### config.mk
export PLATFORM = sky130hd
export DESIGN_NAME = restoring_divider_seq
export DESIGN_NICKNAME = d
export VERILOG_FILES = /design/src/rtl/restoring_divider_seq.sv
export SDC_FILE = /design/constraint.sdc
export NUM_CORES = 1
export LEC_CHECK = 0
export BUFFER_PORTS_ARGS = -buffer_cell sky130_fd_sc_hd__buf_2
export CAP_MARGIN = 5
export CORE_UTILIZATION = 35
export DETAILED_ROUTE_END_ITERATION = 12
export PLACE_DENSITY_LB_ADDON = 0.15
export SLEW_MARGIN = 0
export SYNTH_ARGS = -nofsm -noshare
export SYNTH_HDL_FRONTEND = slang
export SYNTH_SLANG_ARGS = --single-unit
### constraint.sdc
create_clock -name clk -period 2.04 [get_ports clk]
set_input_delay 0.408 -clock clk [delete_from_list [all_inputs] [get_ports clk]]
set_output_delay 0.408 -clock clk [all_outputs]
set_load 0.05 [all_outputs]
### src/rtl/restoring_divider_seq.sv
// Sequential restoring divider for unsigned N-bit operands.
// One shift-subtract-restore step per clock over the A:Q register pair,
// with a start/busy/done handshake and divide-by-zero short-circuit.
module restoring_divider_seq #(
    parameter int N = 4
) (
    input  logic         clk,
    input  logic         rst,
    input  logic         start,
    input  logic [N-1:0] dividend,
    input  logic [N-1:0] divisor,
    output logic [N-1:0] quotient,
    output logic [N-1:0] remainder,
    output logic         busy,
    output logic         done,
    output logic         div_by_zero
);

    localparam int CW = $clog2(N + 1);

    localparam logic [1:0] S_IDLE = 2'd0;
    localparam logic [1:0] S_RUN  = 2'd1;
    localparam logic [1:0] S_DONE = 2'd2;

    logic [1:0]    state_q, state_d;
    logic [N:0]    a_q, a_d;
    logic [N-1:0]  q_q, q_d;
    logic [N-1:0]  m_q, m_d;
    logic [CW-1:0] count_q, count_d;
    logic [N-1:0]  quot_q, quot_d;
    logic [N-1:0]  rem_q, rem_d;
    logic          dbz_q, dbz_d;

    // Shifted partial remainder carries one spare top bit (always zero since
    // A < M), so the borrow of the trial subtraction lands in bit N+1.
    logic [N+1:0]  s_ext;
    logic [N+1:0]  diff;
    logic          ge;
    logic [N:0]    a_it;
    logic [N-1:0]  q_it;
    logic          accept;

    // One iteration of shift, trial subtract and restore.
    always_comb begin
        s_ext = {a_q, q_q[N-1]};
        diff  = s_ext - {2'b00, m_q};
        ge    = ~diff[N+1];
        if (ge) begin
            a_it = diff[N:0];
            q_it = {q_q[N-2:0], 1'b1};
        end else begin
            a_it = s_ext[N:0];
            q_it = {q_q[N-2:0], 1'b0};
        end
    end

    // Control FSM and next-state selection for the datapath registers.
    always_comb begin
        state_d = state_q;
        a_d     = a_q;
        q_d     = q_q;
        m_d     = m_q;
        count_d = count_q;
        quot_d  = quot_q;
        rem_d   = rem_q;
        dbz_d   = dbz_q;
        accept  = start && ((state_q == S_IDLE) || (state_q == S_DONE));

        case (state_q)
            S_IDLE, S_DONE: begin
                state_d = S_IDLE;
                if (accept) begin
                    if (divisor == '0) begin
                        // No iterations: report saturated quotient at once.
                        state_d = S_DONE;
                        quot_d  = '1;
                        rem_d   = dividend;
                        dbz_d   = 1'b1;
                    end else begin
                        state_d = S_RUN;
                        a_d     = '0;
                        q_d     = dividend;
                        m_d     = divisor;
                        count_d = CW'(N);
                        dbz_d   = 1'b0;
                    end
                end
            end
            S_RUN: begin
                a_d     = a_it;
                q_d     = q_it;
                count_d = count_q - CW'(1);
                if (count_q == CW'(1)) begin
                    // Last step: publish the results as DONE is entered.
                    state_d = S_DONE;
                    quot_d  = q_it;
                    rem_d   = a_it[N-1:0];
                end
            end
            default: state_d = S_IDLE;
        endcase
    end

    // State and datapath registers with asynchronous clear.
    always_ff @(posedge clk or posedge rst) begin
        if (rst) begin
            state_q <= S_IDLE;
            a_q     <= '0;
            q_q     <= '0;
            m_q     <= '0;
            count_q <= '0;
            quot_q  <= '0;
            rem_q   <= '0;
            dbz_q   <= 1'b0;
        end else begin
            state_q <= state_d;
            a_q     <= a_d;
            q_q     <= q_d;
            m_q     <= m_d;
            count_q <= count_d;
            quot_q  <= quot_d;
            rem_q   <= rem_d;
            dbz_q   <= dbz_d;
        end
    end

    assign quotient    = quot_q;
    assign remainder   = rem_q;
    assign div_by_zero = dbz_q;
    assign busy        = (state_q == S_RUN);
    assign done        = (state_q == S_DONE);

endmodule
==> results.md <==
* Status: finished, final reports clean
* Area growth from synthesis to layout at 15.0%
* Synth Register Bits at 27
* Critical path class: register to register
* Reg area at 676 µm²
* Slew HR at 0.670
* Netlist cell types at 46
* RSZ-0062 raised after global routing: no
* Worst EP arrival at 2.03 ns
* Syn. warnings at 0
* Longest Clk Path Bufs at 2
* # IOs at 22
* Tot GR Track Use at 0.155
* Fin Setup TNS at 0 ns
* Final Instance Area at 0.00183 mm²
* Nets@finish at 205
* First-pass GRT wire length at 5.99 mm
* Sink Count at 27
* Final setup violation count at 0
* Die X at 69.4 µm
* Clk slew on worst S/H paths at 0.09 ns
* Number of flops mapped to enable cells by yosys at 0
* Fill cells at 428
* Core Rows at 24
* DIE AREA at 0.00482 mm²
* Post-CTS Setup Inserts at 0
* Worst skew pair latency at 0.28 ns
* Via/cell ratio at 5.51
* Synth Cell Area at 0.00159 mm²
* Core area at 0.00435 mm²
* Antenna-violating nets left at 0
* TritonRoute pass-1 iters at 4
* Fin. Hold Viols at 0
* Ant. Diodes at 0
* Achievable clock frequency at 537 MHz
* Post-Syn Nets at 180
* # DRC at 0
* Post-synthesis sequential area ratio at 0.425
* Max Fanout on Critical Path at 4
* Slew Viols, Final at 0
* Initial Utilization at 0.365
* WL/cell at 14.8 µm
* Multi-input gate area at 821 µm²
* Port bufs at 21
* Initial antenna violation count at 0
* Routed WL at 3.53 mm
* H-tree levels at 1
* Clock buffer count from CTS at 3
* Slowest stage delay, CP at 0.42 ns
* Largest net degree at the start of global routing at 28
* Worst path cell trace: inv_1 -> ha_1 -> inv_1 -> fa_2 -> a21oi_2 -> a2bb2oi_1 -> a21oi_1 -> a31o_1
* GPL Wtd Cong at 0.879
* DIE HEIGHT at 69.4 µm
* Nature of the critical path endpoint: register
* Root buf cell: clkbuf_8
* Total grt overflow at 0
* Worst-margin pin slew at 0.488 ns
* TritonCTS clock tree: done
* Critical Path Source Type: register
* Share of layout cells above drive strength 1 at 0.258
* Async SR Flop Fraction at 1.00
* Max-Cap Viols at 0
* Post-synthesis instance total at 162
* Worst EP required at 2.21 ns
* Cell mode on critical path: inv_1
* DR iter-0 viols at 42
* Most common cell after layout, fill and taps aside: dfrtp_1
* Placed cell areas at 0.00177 mm²
* Syn Area/Cell at 9.82 µm²
* Fin crit share at 0.914
* Routed via count at 1312
* Vias in the first global route at 1270
* DP HPWL at 2.70 mm
* Ys flop type: dfrtp_1
* Most frequent cells in the layout: dfrtp_1, buf_2, nand3_1
* Minimum clock period at 1.86 ns
* Critical-path top delay cell: dfrtp_1
* Layout Skew at 0.00661 ns
* Hold Path Class: primary input to asynchronous set/reset pin
cells by family (layout without fill, tap and decap cells):
kind of cell,Yosys count,after routing,share of synthesized area
buf+inv,22,46,0.0685
fa+ha+maj,7,7,0.0598
compound gates,49,49,0.224
simple gates,50,50,0.179
xor+xnor,1,1,0.00551
flops,27,27,0.425
mux,6,6,0.0386
sequential cells by signal, summed over array words and instances (netlist names):
name and count:
count_q 3, div_by_zero 1, q_q 4, quotient 4, state_q 2, a_q 5, m_q 4, remainder 4
synth_stat cells (2+ instances only):
cell | number | share of area
a21o_1 | 2 | 0.0094
a21oi_1 | 9 | 0.028
a21oi_2 | 2 | 0.011
a22o_1 | 4 | 0.022
a31oi_1 | 5 | 0.020
buf_2 | 6 | 0.019
buf_6 | 2 | 0.014
clkbuf_1 | 2 | 0.0047
dfrtp_1 | 27 | 0.42
ha_1 | 6 | 0.047
inv_1 | 9 | 0.021
inv_2 | 2 | 0.0047
mux2i_1 | 5 | 0.031
nand2_1 | 8 | 0.019
nand2b_1 | 2 | 0.0079
nand3_1 | 13 | 0.041
nand4_1 | 3 | 0.012
nor2_1 | 10 | 0.024
nor2b_1 | 4 | 0.016
o2111ai_1 | 2 | 0.011
o21ai_0 | 2 | 0.0063
o21ai_1 | 10 | 0.031
o311ai_2 | 3 | 0.031
o31ai_1 | 2 | 0.0094
per-layer routing:
| metal | share of wire | GRT usage | wire (µm) | up-vias |
|---|---|---|---|---|
| li1 | - | - | - | 638 |
| met1 | 0.46 | 0.200 | 1610 | 644 |
| met2 | 0.50 | 0.265 | 1760 | 25 |
| met3 | 0.030 | 0.0203 | 106 | 5 |
| met4 | 0.015 | 0.0544 | 52 | 0 |
| met5 | 0 | 0 | 0 | - |
critical path: cells and delay by family, from the launching register on:
| kind | cells | cell delay [ns] |
|---|---|---|
| flops | 1 | 0.42 |
| buf+inv | 2 | 0.14 |
| fa+ha+maj | 2 | 0.56 |
| compound gates | 4 | 0.65 |
area by class of cell:
class / count / share of cell area
Inverter: 11 / 0.0226
Sequential cell: 27 / 0.369
Timing Repair Buffer: 31 / 0.0985
Multi-Input combinational cell: 113 / 0.449
Tap cell: 52 / 0.0356
Clock buffer: 3 / 0.0226
Clock inverter: 1 / 0.00274
worst paths after layout:
kind                                          from                      end  slack [ns]  cells after the start
max                             q_q[3]$_DFFE_PP0P_       a_q[4]$_DFFE_PP0P_        0.18                      8
min                                            rst   state_q[1]$_DFFE_PP0P_        0.18                      3
max reg2reg                     q_q[3]$_DFFE_PP0P_       a_q[4]$_DFFE_PP0P_        0.18                      8
min reg2reg                div_by_zero$_DFFE_PP0P_  div_by_zero$_DFFE_PP0P_        0.49                      1
max in group asynchronous                      rst       a_q[0]$_DFFE_PP0P_        1.61                      3
min in group clk                        divisor[1]       m_q[1]$_DFFE_PP0P_        0.41                      2
stage by stage:
stage / utilization / hold WS [ns] / worst slack [ns] / std cells
3_3_place_gp: 0.406 / 0.464 / 0.173 / 234
2_1_floorplan: - / 0.461 / 0.240 / 162
6_report: 0.420 / 0.177 / 0.176 / 238
5_1_grt: 0.420 / 0.221 / 0.0287 / 238
3_5_place_dp: 0.406 / 0.470 / 0.0969 / 234
4_1_cts: 0.417 / 0.190 / 0.0741 / 238
repair_timing:
action | 4_1_cts | 5_1_grt
resized for setup | 0 | 3
hold buffers | 0 | 0
endpoints found under the hold margin | 0 | 0
setup endpoints to repair | 0 | 2
Power is left out: the tool's default activity adds up to more than one toggle a clock period on the data nets, which glitch-free logic cannot reach.
